--- src/rtl/sl_fifo_scheduler.sv ---
// Core-clock command sequencer: pops APB commands, drives config/channel/TX,
// and arbitrates RX words, echoes and status updates into the response FIFO.
module sl_fifo_scheduler #(
    parameter int CONFIG_W   = 16,
    parameter int CHANNEL_W  = 2,
    parameter int TX_TIMEOUT = 1024
) (
    input  logic                 clk,
    input  logic                 rst,
    input  logic                 cmd_fifo_empty,
    input  logic [33:0]          cmd_fifo_data,
    output logic                 cmd_fifo_inc,
    input  logic                 rsp_fifo_full,
    output logic [33:0]          rsp_fifo_data,
    output logic                 rsp_fifo_inc,
    output logic [31:0]          tx_data,
    output logic                 tx_valid,
    input  logic                 tx_ready,
    input  logic [31:0]          rx_data,
    input  logic                 rx_strobe,
    input  logic [4:0]           sl_status,
    output logic [CONFIG_W-1:0]  config_out,
    output logic [CHANNEL_W-1:0] channel_out,
    output logic                 busy
);

    localparam int TW = (TX_TIMEOUT > 1) ? $clog2(TX_TIMEOUT) : 1;

    typedef enum logic [1:0] {IDLE, DECODE, TX, ECHO} state_t;
    typedef enum logic [1:0] {
        MOD_CONFIG  = 2'd0,
        MOD_DATA    = 2'd1,
        MOD_STATUS  = 2'd2,
        MOD_CHANNEL = 2'd3
    } mod_t;

    state_t         state, state_n;
    logic [33:0]    cmd_r;
    mod_t           cmd_mod;
    logic [TW-1:0]  timer;
    logic           tmo_hit;
    logic           echo_pend, rx_pend;
    logic           cmd_err, tx_tmo, rx_ovr;
    logic           set_cmd_err, set_tx_tmo, set_rx_ovr;
    logic [31:0]    rx_buf;
    logic [7:0]     stat, last_status;
    logic           can_grant, gnt_rx, gnt_echo, gnt_stat;

    assign cmd_mod = mod_t'(cmd_r[33:32]);

    always_ff @(posedge clk) begin
        if (rst) state <= IDLE;
        else     state <= state_n;
    end

    always_comb begin
        state_n = state;
        case (state)
            IDLE:   if (!cmd_fifo_empty) state_n = DECODE;
            DECODE: begin
                case (cmd_mod)
                    MOD_CONFIG, MOD_CHANNEL: state_n = ECHO;
                    MOD_DATA:                state_n = TX;
                    default:                 state_n = IDLE;
                endcase
            end
            TX:     if (tx_ready || tmo_hit) state_n = IDLE;
            ECHO:   if (gnt_echo) state_n = IDLE;
            default: state_n = IDLE;
        endcase
    end

    // Output/arbitration decode; the push strobe itself blocks the next grant.
    always_comb begin
        busy        = (state != IDLE);
        tmo_hit     = (TX_TIMEOUT != 0) && (timer == TW'(TX_TIMEOUT - 1));
        stat        = {sl_status, tx_tmo, rx_ovr, cmd_err};
        can_grant   = !rsp_fifo_full && !rsp_fifo_inc;
        gnt_rx      = can_grant && rx_pend;
        gnt_echo    = can_grant && !rx_pend && echo_pend;
        gnt_stat    = can_grant && !rx_pend && !echo_pend && (stat != last_status);
        set_cmd_err = (state == DECODE) && (cmd_mod == MOD_STATUS);
        set_tx_tmo  = (state == TX) && !tx_ready && tmo_hit;
        set_rx_ovr  = rx_strobe && rx_pend && !gnt_rx;
    end

    always_ff @(posedge clk) begin
        if (rst) begin
            cmd_r         <= '0;
            cmd_fifo_inc  <= 1'b0;
            config_out    <= '0;
            channel_out   <= '0;
            tx_data       <= '0;
            tx_valid      <= 1'b0;
            timer         <= '0;
            echo_pend     <= 1'b0;
            rx_pend       <= 1'b0;
            rx_buf        <= '0;
            cmd_err       <= 1'b0;
            tx_tmo        <= 1'b0;
            rx_ovr        <= 1'b0;
            last_status   <= '0;
            rsp_fifo_inc  <= 1'b0;
            rsp_fifo_data <= '0;
        end else begin
            cmd_fifo_inc <= 1'b0;
            if (state == IDLE && !cmd_fifo_empty) begin
                cmd_r        <= cmd_fifo_data;
                cmd_fifo_inc <= 1'b1;
            end

            if (state == DECODE) begin
                case (cmd_mod)
                    MOD_CONFIG: begin
                        config_out <= cmd_r[CONFIG_W-1:0];
                        echo_pend  <= 1'b1;
                    end
                    MOD_CHANNEL: begin
                        channel_out <= cmd_r[CHANNEL_W-1:0];
                        echo_pend   <= 1'b1;
                    end
                    MOD_DATA: begin
                        tx_data  <= cmd_r[31:0];
                        tx_valid <= 1'b1;
                        timer    <= '0;
                    end
                    default: ;
                endcase
            end

            if (state == TX) begin
                if (tx_ready || tmo_hit) tx_valid <= 1'b0;
                else                     timer    <= timer + TW'(1);
            end

            if (gnt_echo) echo_pend <= 1'b0;

            // Sticky flags clear when pushed, unless re-set on the same edge.
            cmd_err <= set_cmd_err | (cmd_err & ~gnt_stat);
            tx_tmo  <= set_tx_tmo  | (tx_tmo  & ~gnt_stat);
            rx_ovr  <= set_rx_ovr  | (rx_ovr  & ~gnt_stat);
            if (gnt_stat) last_status <= stat;

            if (rx_strobe && (!rx_pend || gnt_rx)) begin
                rx_buf  <= rx_data;
                rx_pend <= 1'b1;
            end else if (gnt_rx) begin
                rx_pend <= 1'b0;
            end

            rsp_fifo_inc <= gnt_rx | gnt_echo | gnt_stat;
            if (gnt_rx)
                rsp_fifo_data <= {2'd1, rx_buf};
            else if (gnt_echo)
                rsp_fifo_data <= (cmd_mod == MOD_CHANNEL) ? {2'd3, 32'(channel_out)}
                                                          : {2'd0, 32'(config_out)};
            else if (gnt_stat)
                rsp_fifo_data <= {2'd2, 24'd0, stat};
            else
                rsp_fifo_data <= '0;
        end
    end

endmodule

--- config.mk ---
export PLATFORM = sky130hd
export DESIGN_NAME = sl_fifo_scheduler
export DESIGN_NICKNAME = d
export VERILOG_FILES = /design/src/rtl/sl_fifo_scheduler.sv
export SDC_FILE = /design/constraint.sdc
export NUM_CORES = 1
export LEC_CHECK = 0
export ABC_AREA = 1
export BUFFER_PORTS_ARGS = -buffer_cell sky130_fd_sc_hd__buf_4
export CORE_UTILIZATION = 50
export CTS_CLUSTER_SIZE = 12
export DETAILED_ROUTE_END_ITERATION = 10
export PLACE_DENSITY = 0.85
export SYNTH_ARGS = -nofsm -noshare
export SYNTH_HDL_FRONTEND = slang
export SYNTH_SLANG_ARGS = --single-unit
--- constraint.sdc ---
create_clock -name clk -period 2.2 [get_ports clk]
set_input_delay 0.22 -clock clk [delete_from_list [all_inputs] [get_ports clk]]
set_output_delay 0.22 -clock clk [all_outputs]
set_load 0.02 [all_outputs]
==> flow_summary.json, run 1 <==
{
  "synthTopCellsByCount": "178 x dfxtp_1, 175 x nand2_1, 120 x nor2_1",
  "critical_path.cell_chain": "ha_1, inv_1, nand2_1, inv_1, nand2_1, nand2_1, nand2_1, nand2_1",
  "wl_per_cell_um": 13.8,
  "arrival_ns": 2.00,
  "skew_ns": 0.00914,
  "place_area_um2": 7960,
  "async_flop_share_pct": 0,
  "grt_pass1_vias": 5262,
  "max-slew-margin-rel_pct": 61.7,
  "die_w_um": 117,
  "synth_top_area_share_pct": 54.0,
  "maxCapViolCount": 0,
  "final_antenna_net_count": 0,
  "cts-root-buf": "clkbuf_16",
  "cpLargestDelayFamily": "simple AND/OR/NAND/NOR gates",
  "synth_most_common_cell": "dfxtp_1",
  "nets": 1080,
  "hold_class": "input pin to register",
  "insertion_delay_ns": 0.43,
  "syn_nets": 927,
  "ys_top_cells_by_area": "dfxtp_1 54%, nand2_1 10%, a21oi_1 7.4%, nor2_1 6.8%, o21ai_0 6.4%",
  "cts_made_buffers": 17,
  "synth_area_leader_cell": "dfxtp_1",
  "ys_types": 30,
  "max_freq_mhz": 595,
  "io_buffers": 164,
  "crit_path_top_delay_cell": "dfxtp_1",
  "grt_first_pass_wirelength_um": 25500,
  "fp.dieH_um": 117,
  "cp.required_ns": 2.52,
  "clock_sinks": 178,
  "drive_gt1_share_pct": 23.7,
  "ys_ff_latch": 178,
  "path_max_fanout": 11,
  "diodes": 0,
  "area_growth_pct": 29.3,
  "timing.final.crit_period_ns": 1.68,
  "multi_input_area_um2": 2550,
  "clock_path_buffers": 2,
  "cts_max_level": 4,
  "endpoint_kind": "register",
  "fin_crit_sh_pct": 76.4,
  "cts_setup_buffers": 0,
  "firstDrtPassIters": 5,
  "fin_tns_setup_ns": 0,
  "final_area_um2": 8530,
  "outcome": "complete, no violations",
  "grt_max_degree": 39,
  "coreArea_um2": 12700,
  "final_util_pct": 67.1,
  "grt_use_total_pct": 24.3,
  "whs_ns": 0.0113,
  "peakVddDrop_mv": 0.604,
  "grt_setup_unrepaired": "false",
  "p_total_mw": 7.71,
  "boundaryPins": 165,
  "seq_area_um2": 3560,
  "power_density_nw_per_um2": 904,
  "hpwlAfterDp_um": 11100,
  "cts_resized": 0,
  "ys_seq_area_share_pct": 54.0,
  "wl_um": 16300,
  "synth_cells": 844,
  "drt_iter0_markers": 492,
  "drc_errors": 0,
  "fillers": 1063,
  "vias_per_cell": 5.01,
  "rows": 41,
  "maxSlewViolCount": 0,
  "tritoncts": "built",
  "overflow": 0,
  "synth_area_per_cell_um2": 7.82,
  "clk_pin_slew_ns": 0.07,
  "tightest_slew_ns": 0.574,
  "synth_edf_count": 0,
  "initial_utilization_pct": 51.8,
  "slowest_delay_ns": 0.39,
  "setup_viol": 0,
  "cp-start-kind": "register",
  "vias": 5920,
  "synthFlopType": "dfxtp_1",
  "die-area_um2": 13700,
  "ctsHoldBuffers": 1,
  "yosysWarnings": 0,
  "place_congestion": 0.812,
  "antenna_found_initial": 0,
  "cellLeakagePower_nw": 3.73,
  "critPathKind": "register to register",
  "hold_viol": 0,
  "netlist_area_um2": 6600,
  "crit_path_frequent_cell": "nand2_1",
  "crit_buf_inv": 2
}
[layout by cell type (no fill, tap or decap)]
master,count
o211ai_2,1
a21oi_1,97
nand3_4,1
or2_2,2
dfxtp_1,178
inv_8,1
ha_1,6
a211oi_1,1
nand2_2,4
inv_6,3
o21ai_0,84
inv_1,69
nor2_2,11
clkinv_1,1
nand3_1,21
dlygate4sd3_1,1
nor3_2,1
nor2_1,119
bufinv_16,1
clkinvlp_4,3
buf_12,2
inv_2,5
a22oi_1,2
clkinv_4,3
clkinv_2,3
nand2_4,1
xnor2_1,3
nand2_1,175
nor2_4,2
clkbuf_1,1
nand4_1,4
a31oi_1,1
buf_4,175
clkbuf_16,17
o21ai_2,3
o32ai_1,8
[kinds of logic (layout without fill, tap and decap cells)]
family	after synthesis	after routing	share of synthesized area [%]
AND/OR/NAND/NOR	341	341	21.2
AO/OA/AOI/OAI	197	197	15.8
flip-flops	178	178	54.0
buffers and inverters	119	285	7.42
adder cells (fa/ha/maj)	6	6	1.14
XOR/XNOR	3	3	0.398
[cell type report]
class,count,area share [%]
inverters,75,3.30
clock inverters,14,1.54
well taps,172,2.52
clock buffers,18,5.03
repair buffers,178,16.0
flip-flops and latches,178,41.8
multi-input cells,547,29.8
[worst register-to-register path: cells and delay by family (launching register included)]
family	cells	cell delay, ns
DFF	1	0.39
adders and majority gates	1	0.27
buffers and inverters	2	0.30
and+or+nand+nor	5	0.63
[state kept, by name, summed over array words and instances, names as in the netlist, 2 cells and up]
register	flops
cmd_r	34
tx_data	32
last_status	8
rsp_fifo_data	34
rx_buf	32
state	2
config_out	16
channel_out	2
timer	10
[layer usage]
metal	track usage (%)	wire length, um
met1	31.3	7290
met2	38.5	7540
met3	6.54	1060
met4	10.5	377
met5	0	0
[report_power, final]
| group | internal, mW | leakage (nW) | switching (mW) |
|---|---|---|---|
| logic | 0.444 | 2.01 | 0.737 |
| registers | 3.49 | 1.45 | 0.159 |
| clock network | 1.57 | 0.269 | 1.30 |
[stage by stage]
stage | std cells | worst slack [ns]
final | 1182 | 0.518
after global routing | 1182 | 0.342
after CTS | 1182 | 0.500
after detailed placement | 1149 | 0.529
after global placement | 1149 | 0.608
after floorplan | 844 | 0.811
[path summary, 6_finish.rpt]
kind / startpoint / endpoint / slack, ns / depth (start not counted)
setup / recovery: cmd_r[33] / rsp_fifo_data[3] / 0.52 / 8
hold / removal: cmd_fifo_data[13] / cmd_r[13] / 0.01 / 3
setup reg to reg: cmd_r[33] / rsp_fifo_data[3] / 0.52 / 8
hold reg to reg: rx_buf[21] / rsp_fifo_data[21] / 0.44 / 2
No activity file was read; power rests on OpenSTA's default activity.
==> inputs of run 2 (changes only) <==
Clock period 2.2 ns to 1.6 ns, I/O delays scaled along.
==> flow_summary.json, run 2 (synthesis gave the netlist of run 1 again) <==
{
  "outcome": "complete, no violations",
  "fin_crit_sh_pct": 94.1,
  "grt_max_degree": 53,
  "grt_first_pass_wirelength_um": 28000,
  "grt_use_total_pct": 26.9,
  "crit_path_top_delay_cell": "dfxtp_2",
  "vias_per_cell": 5.03,
  "place_congestion": 0.818,
  "p_total_mw": 10.8,
  "hold_viol": 0,
  "coreArea_um2": 12700,
  "drc_errors": 0,
  "multi_input_area_um2": 2570,
  "hpwlAfterDp_um": 11000,
  "path_max_fanout": 6,
  "cts_max_level": 4,
  "setup_slack_ns": 0.0950,
  "die_w_um": 117,
  "cp.required_ns": 1.91,
  "max-slew-margin-rel_pct": 65.5,
  "final_antenna_net_count": 0,
  "nets": 1135,
  "fp.dieH_um": 117,
  "die-area_um2": 13700,
  "mostFrequentLayoutCell": "buf_4",
  "cts-root-buf": "clkbuf_16",
  "slowest_delay_ns": 0.35,
  "critical_path.cell_chain": "ha_1, nand2_1, inv_1, nand2_2, nor2_4, nand3_4, buf_4, a22oi_1, nor2_2",
  "dp_slack_ns": 0.0896,
  "arrival_ns": 1.81,
  "peakVddDrop_mv": 0.959,
  "vias": 6225,
  "clock_sinks": 178,
  "critPathKind": "register to register",
  "antenna_found_initial": 0,
  "skew_ns": 0.00994,
  "clock_path_buffers": 2,
  "area_growth_pct": 38.6,
  "maxCapViolCount": 0,
  "cts_made_buffers": 17,
  "boundaryPins": 165,
  "drt_iter0_markers": 480,
  "wl_per_cell_um": 14.1,
  "clk_pin_slew_ns": 0.06,
  "timing.final.crit_period_ns": 1.51,
  "hold_class": "input pin to register",
  "tightest_slew_ns": 0.518,
  "drive_gt1_share_pct": 23.7,
  "seq_area_um2": 3570,
  "maxSlewViolCount": 0,
  "initial_utilization_pct": 51.8,
  "tritoncts": "built",
  "power_density_nw_per_um2": 1180,
  "overflow": 0,
  "insertion_delay_ns": 0.43,
  "io_buffers": 164,
  "grt_pass1_vias": 5958,
  "grt_setup_unrepaired": "true",
  "final_cell_mix": "181 x buf_4, 175 x nand2_1, 175 x dfxtp_1, 119 x nor2_1, 97 x a21oi_1",
  "max_freq_mhz": 664,
  "top_regs": "cmd_r: 34 flops, rsp_fifo_data: 34 flops",
  "wl_um": 17500,
  "fillers": 990,
  "cellLeakagePower_nw": 3.99,
  "diodes": 0,
  "endpoint_kind": "register",
  "setup_viol": 0,
  "firstDrtPassIters": 5,
  "cp-start-kind": "register",
  "rows": 41
}
[run 2: cell types whose count changed in the layout (fill, tap and decap cells not counted), sizes merged]
| cell | delta |
|---|---|
| clkinv | -3 |
| buf | +11 |
| dlygate4sd3 | +44 |
| inv | -3 |
| clkbuf | +6 |
[run 2: cell type report]
cell class | instances | share of cell area [%]
clock buffer | 24 | 5.27
clock inverter | 8 | 0.835
inverter | 75 | 3.08
multi-input combinational | 547 | 28.1
sequential | 178 | 39.0
tap | 172 | 2.35
timing repair buffer | 233 | 21.3
[run 2: where the power goes]
| group | internal (mW) | total [mW] | leakage [nW] | switching (mW) |
|---|---|---|---|---|
| logic | 0.774 | 1.85 | 2.27 | 1.08 |
| clock network | 2.26 | 3.93 | 0.267 | 1.66 |
| registers | 4.81 | 5.03 | 1.46 | 0.224 |
[run 2: metrics by stage]
stage | util (%) | instances | hold WS, ns | cell area, um^2 | setup TNS, ns
final | 71.9 | 1237 | 0.0132 | 9140 | 0
after detailed placement | 63.7 | 1159 | 0.387 | 8100 | 0
after CTS | 71.6 | 1236 | 0.00553 | 9110 | 0
after global placement | 63.7 | 1159 | 0.379 | 8100 | 0
after floorplan | - | 844 | 0.281 | 6600 | 0
after global routing | 71.9 | 1237 | 0.0183 | 9140 | -0.0240
[run 2: path summary, 6_finish.rpt]
path / startpoint / endpoint / slack (ns) / cells past startpoint
setup / recovery: timer[0] / timer[1] / 0.09 / 9
hold / removal: rx_data[30] / rx_buf[30] / 0.01 / 3
setup reg to reg: timer[0] / timer[1] / 0.09 / 9
hold reg to reg: rx_buf[25] / rsp_fifo_data[25] / 0.43 / 2
[run 2: what timing repair did]
| action | CTS | global route |
|---|---|---|
| buffers inserted | 0 | 1 |
| gates resized for setup | 0 | 9 |
| endpoints found under the setup margin | 0 | 5 |
| endpoints found under the hold margin | 47 | 0 |
| hold buffers | 45 | 0 |
[run 2: routing by layer]
layer	vias to the layer above	global-route usage, %	routed length, um
li1	3123	-	-
met1	2841	32.2	7290
met2	218	45.7	8650
met3	43	6.80	1080
met4	0	12.1	478
met5	-	0	0
[run 2: critical path: cells and delay by family, from the launching register on]
family	cells	cell delay [ns]
DFF	1	0.35
buffers and inverters	2	0.27
and+or+nand+nor	5	0.44
adders and majority gates	1	0.16
AOI/OAI and AO/OA	1	0.17
==> inputs of run 3 (changes only) <==
Settings changed: CTS_CLUSTER_SIZE 12 to 30, SLEW_MARGIN from default to 20.
Clock period 1.6 ns to 1.5 ns, I/O delays scaled along.
==> flow_summary.json, run 3 (synthesis gave the netlist of run 1 again) <==
{
  "outcome": "finished, violations left",
  "failed_checks": "negative setup slack",
  "hp-start": "rx_data[24]",
  "maxSlewViolCount": 0,
  "arrival_ns": 1.83,
  "rr_endpoint": "tx_valid",
  "pwr-share-comb_pct": 17.6,
  "initial_utilization_pct": 51.8,
  "area_growth_pct": 41.7,
  "switching_share_pct": 28.8,
  "skew_ns": 0.00905,
  "top_regs": "cmd_r: 34 flops, rsp_fifo_data: 34 flops",
  "nets": 1154,
  "p_total_mw": 11.5,
  "crit_path_top_delay_cell": "dfxtp_4",
  "path_max_fanout": 4,
  "clk_pin_slew_ns": 0.07,
  "r2r_slack_ns": -0.02,
  "drt_iter0_markers": 494,
  "peakVddDrop_mv": 1.10,
  "final_antenna_net_count": 0,
  "grt_use_total_pct": 26.3,
  "final_cell_mix": "192 x buf_4, 175 x nand2_1, 175 x dfxtp_1, 117 x nor2_1, 97 x a21oi_1",
  "reg2regPathDepth": 9,
  "grt_max_degree": 52,
  "hold_viol": 0,
  "pwr-share-clk_pct": 35.8,
  "io_buffers": 164,
  "placed_cells": 1167,
  "endpoint_kind": "register",
  "power_density_nw_per_um2": 1230,
  "met2RoutedLength_um": 8760,
  "cts-root-buf": "clkbuf_16",
  "min_path_cells": 3,
  "grt_setup_unrepaired": "true",
  "diodes": 0,
  "wl_um": 17900,
  "clock_sinks": 178,
  "boundaryPins": 165,
  "clock_path_buffers": 2,
  "overflow": 0,
  "max_freq_mhz": 657,
  "p_seq_share_pct": 46.6,
  "setup_viol": 2,
  "cts_made_buffers": 17,
  "r2r-start": "timer[1]",
  "setup_slack_ns": -0.0214,
  "firstDrtPassIters": 5,
  "die-area_um2": 13700,
  "hold_class": "input pin to register",
  "multi_input_area_um2": 2630,
  "highest_layer": "met4",
  "fp.dieH_um": 117,
  "vias": 6291,
  "tritoncts": "built",
  "fin_crit_sh_pct": 101,
  "cp.required_ns": 1.81,
  "max-slew-margin-rel_pct": 69.3,
  "rows": 41,
  "coreArea_um2": 12700,
  "slowest_delay_ns": 0.38,
  "grt_pass1_vias": 5701,
  "hpwlAfterDp_um": 11300,
  "mostFrequentLayoutCell": "buf_4",
  "final_cells": 1256,
  "hold_end": "rx_buf[24]",
  "die_w_um": 117,
  "fillers": 922,
  "maxCapViolCount": 0,
  "place_congestion": 0.810,
  "seq_area_um2": 3570,
  "critical_path.cell_chain": "ha_4, nand2_1, inv_2, nand2_2, nor2_4, nand3_4, buf_4, a21oi_1, nor2_1",
  "p_int_mw": 8.21,
  "cellLeakagePower_nw": 4.07,
  "p_sw_mw": 3.32,
  "grt_first_pass_wirelength_um": 27600,
  "tightest_slew_ns": 0.460,
  "cts_max_level": 4,
  "wl_per_cell_um": 14.2,
  "met3_length_um": 1170,
  "vias_per_cell": 5.01,
  "drive_gt1_share_pct": 25.6,
  "m1WireLength_um": 7640,
  "final_util_pct": 73.4,
  "drc_errors": 0,
  "critPathKind": "register to register",
  "timing.final.crit_period_ns": 1.52,
  "cp-start-kind": "register",
  "insertion_delay_ns": 0.42,
  "antenna_found_initial": 0
}
[run 3: changes by cell type in the layout (fill, tap and decap cells not counted), moves of 4 or more]
cell,previous run,this run
o21ai_1,2,8
buf_6,0,4
dlygate4sd3_1,45,50
clkinv_4,0,4
o21ai_0,82,76
clkbuf_1,4,0
buf_4,181,192
[run 3: layout make-up]
class,instances,area share (%)
Clock inverter,13,1.11
Timing Repair Buffer,251,22.3
Multi-Input combinational cell,548,28.2
Inverter,75,3.01
Tap cell,172,2.30
Clock buffer,19,4.85
Sequential cell,178,38.2
[run 3: critical path, delay by kind of cell (launching register included)]
family | cells | cell delay [ns]
AND/OR/NAND/NOR | 5 | 0.49
flip-flops | 1 | 0.38
buffers and inverters | 2 | 0.27
AO/OA/AOI/OAI | 1 | 0.14
adder cells (fa/ha/maj) | 1 | 0.13
[run 3: worst max-delay path by stage]
stage / from / cells past startpoint / slack, ns / end
finish: timer[1] / 9 / -0.02 / tx_valid
floorplan: rsp_fifo_inc / 8 / 0.11 / rx_buf[13]
detailed placement: timer[1] / 10 / 0.04 / timer[2]
global placement: timer[0] / 10 / 0.07 / state[1]
CTS: cmd_r[33] / 6 / 0.01 / tx_data[17]
global route: timer[1] / 9 / -0.10 / tx_valid
[run 3: per-stage QoR]
stage	cell area (um^2)	setup slack [ns]	hold slack (ns)	setup TNS, ns
floorplan	6600	0.111	0.271	0
global placement	8130	0.0721	0.369	0
detailed placement	8130	0.0367	0.378	0
CTS	9190	0.0114	0.000121	0
global route	9340	-0.101	0.00793	-0.716
finish	9340	-0.0214	0.0160	-0.0237
[run 3: metal layers]
layer / vias up / global-route usage, %
li1: 3157 / -
met1: 2885 / 32.7
met2: 231 / 44.5
met3: 18 / 6.90
met4: 0 / 8.69
met5: - / 0
[run 3: power by group through the flow]
stage | clock network, mW | logic, mW | registers [mW]
after global routing | 4.38 | 2.22 | 5.41
after floorplan | 0 | 0.940 | 5.54
after global placement | 0 | 1.80 | 5.44
after CTS | 4.17 | 1.96 | 5.35
after detailed placement | 0 | 1.84 | 5.45
final | 4.12 | 2.03 | 5.37
[run 3: what timing repair did]
action,4_1_cts,5_1_grt
gates cloned,0,1
endpoints found under the hold margin,50,0
pin swaps,0,5
setup buffers,0,6
resized for setup,2,30
setup endpoints to repair,1,91
hold buffers,50,0
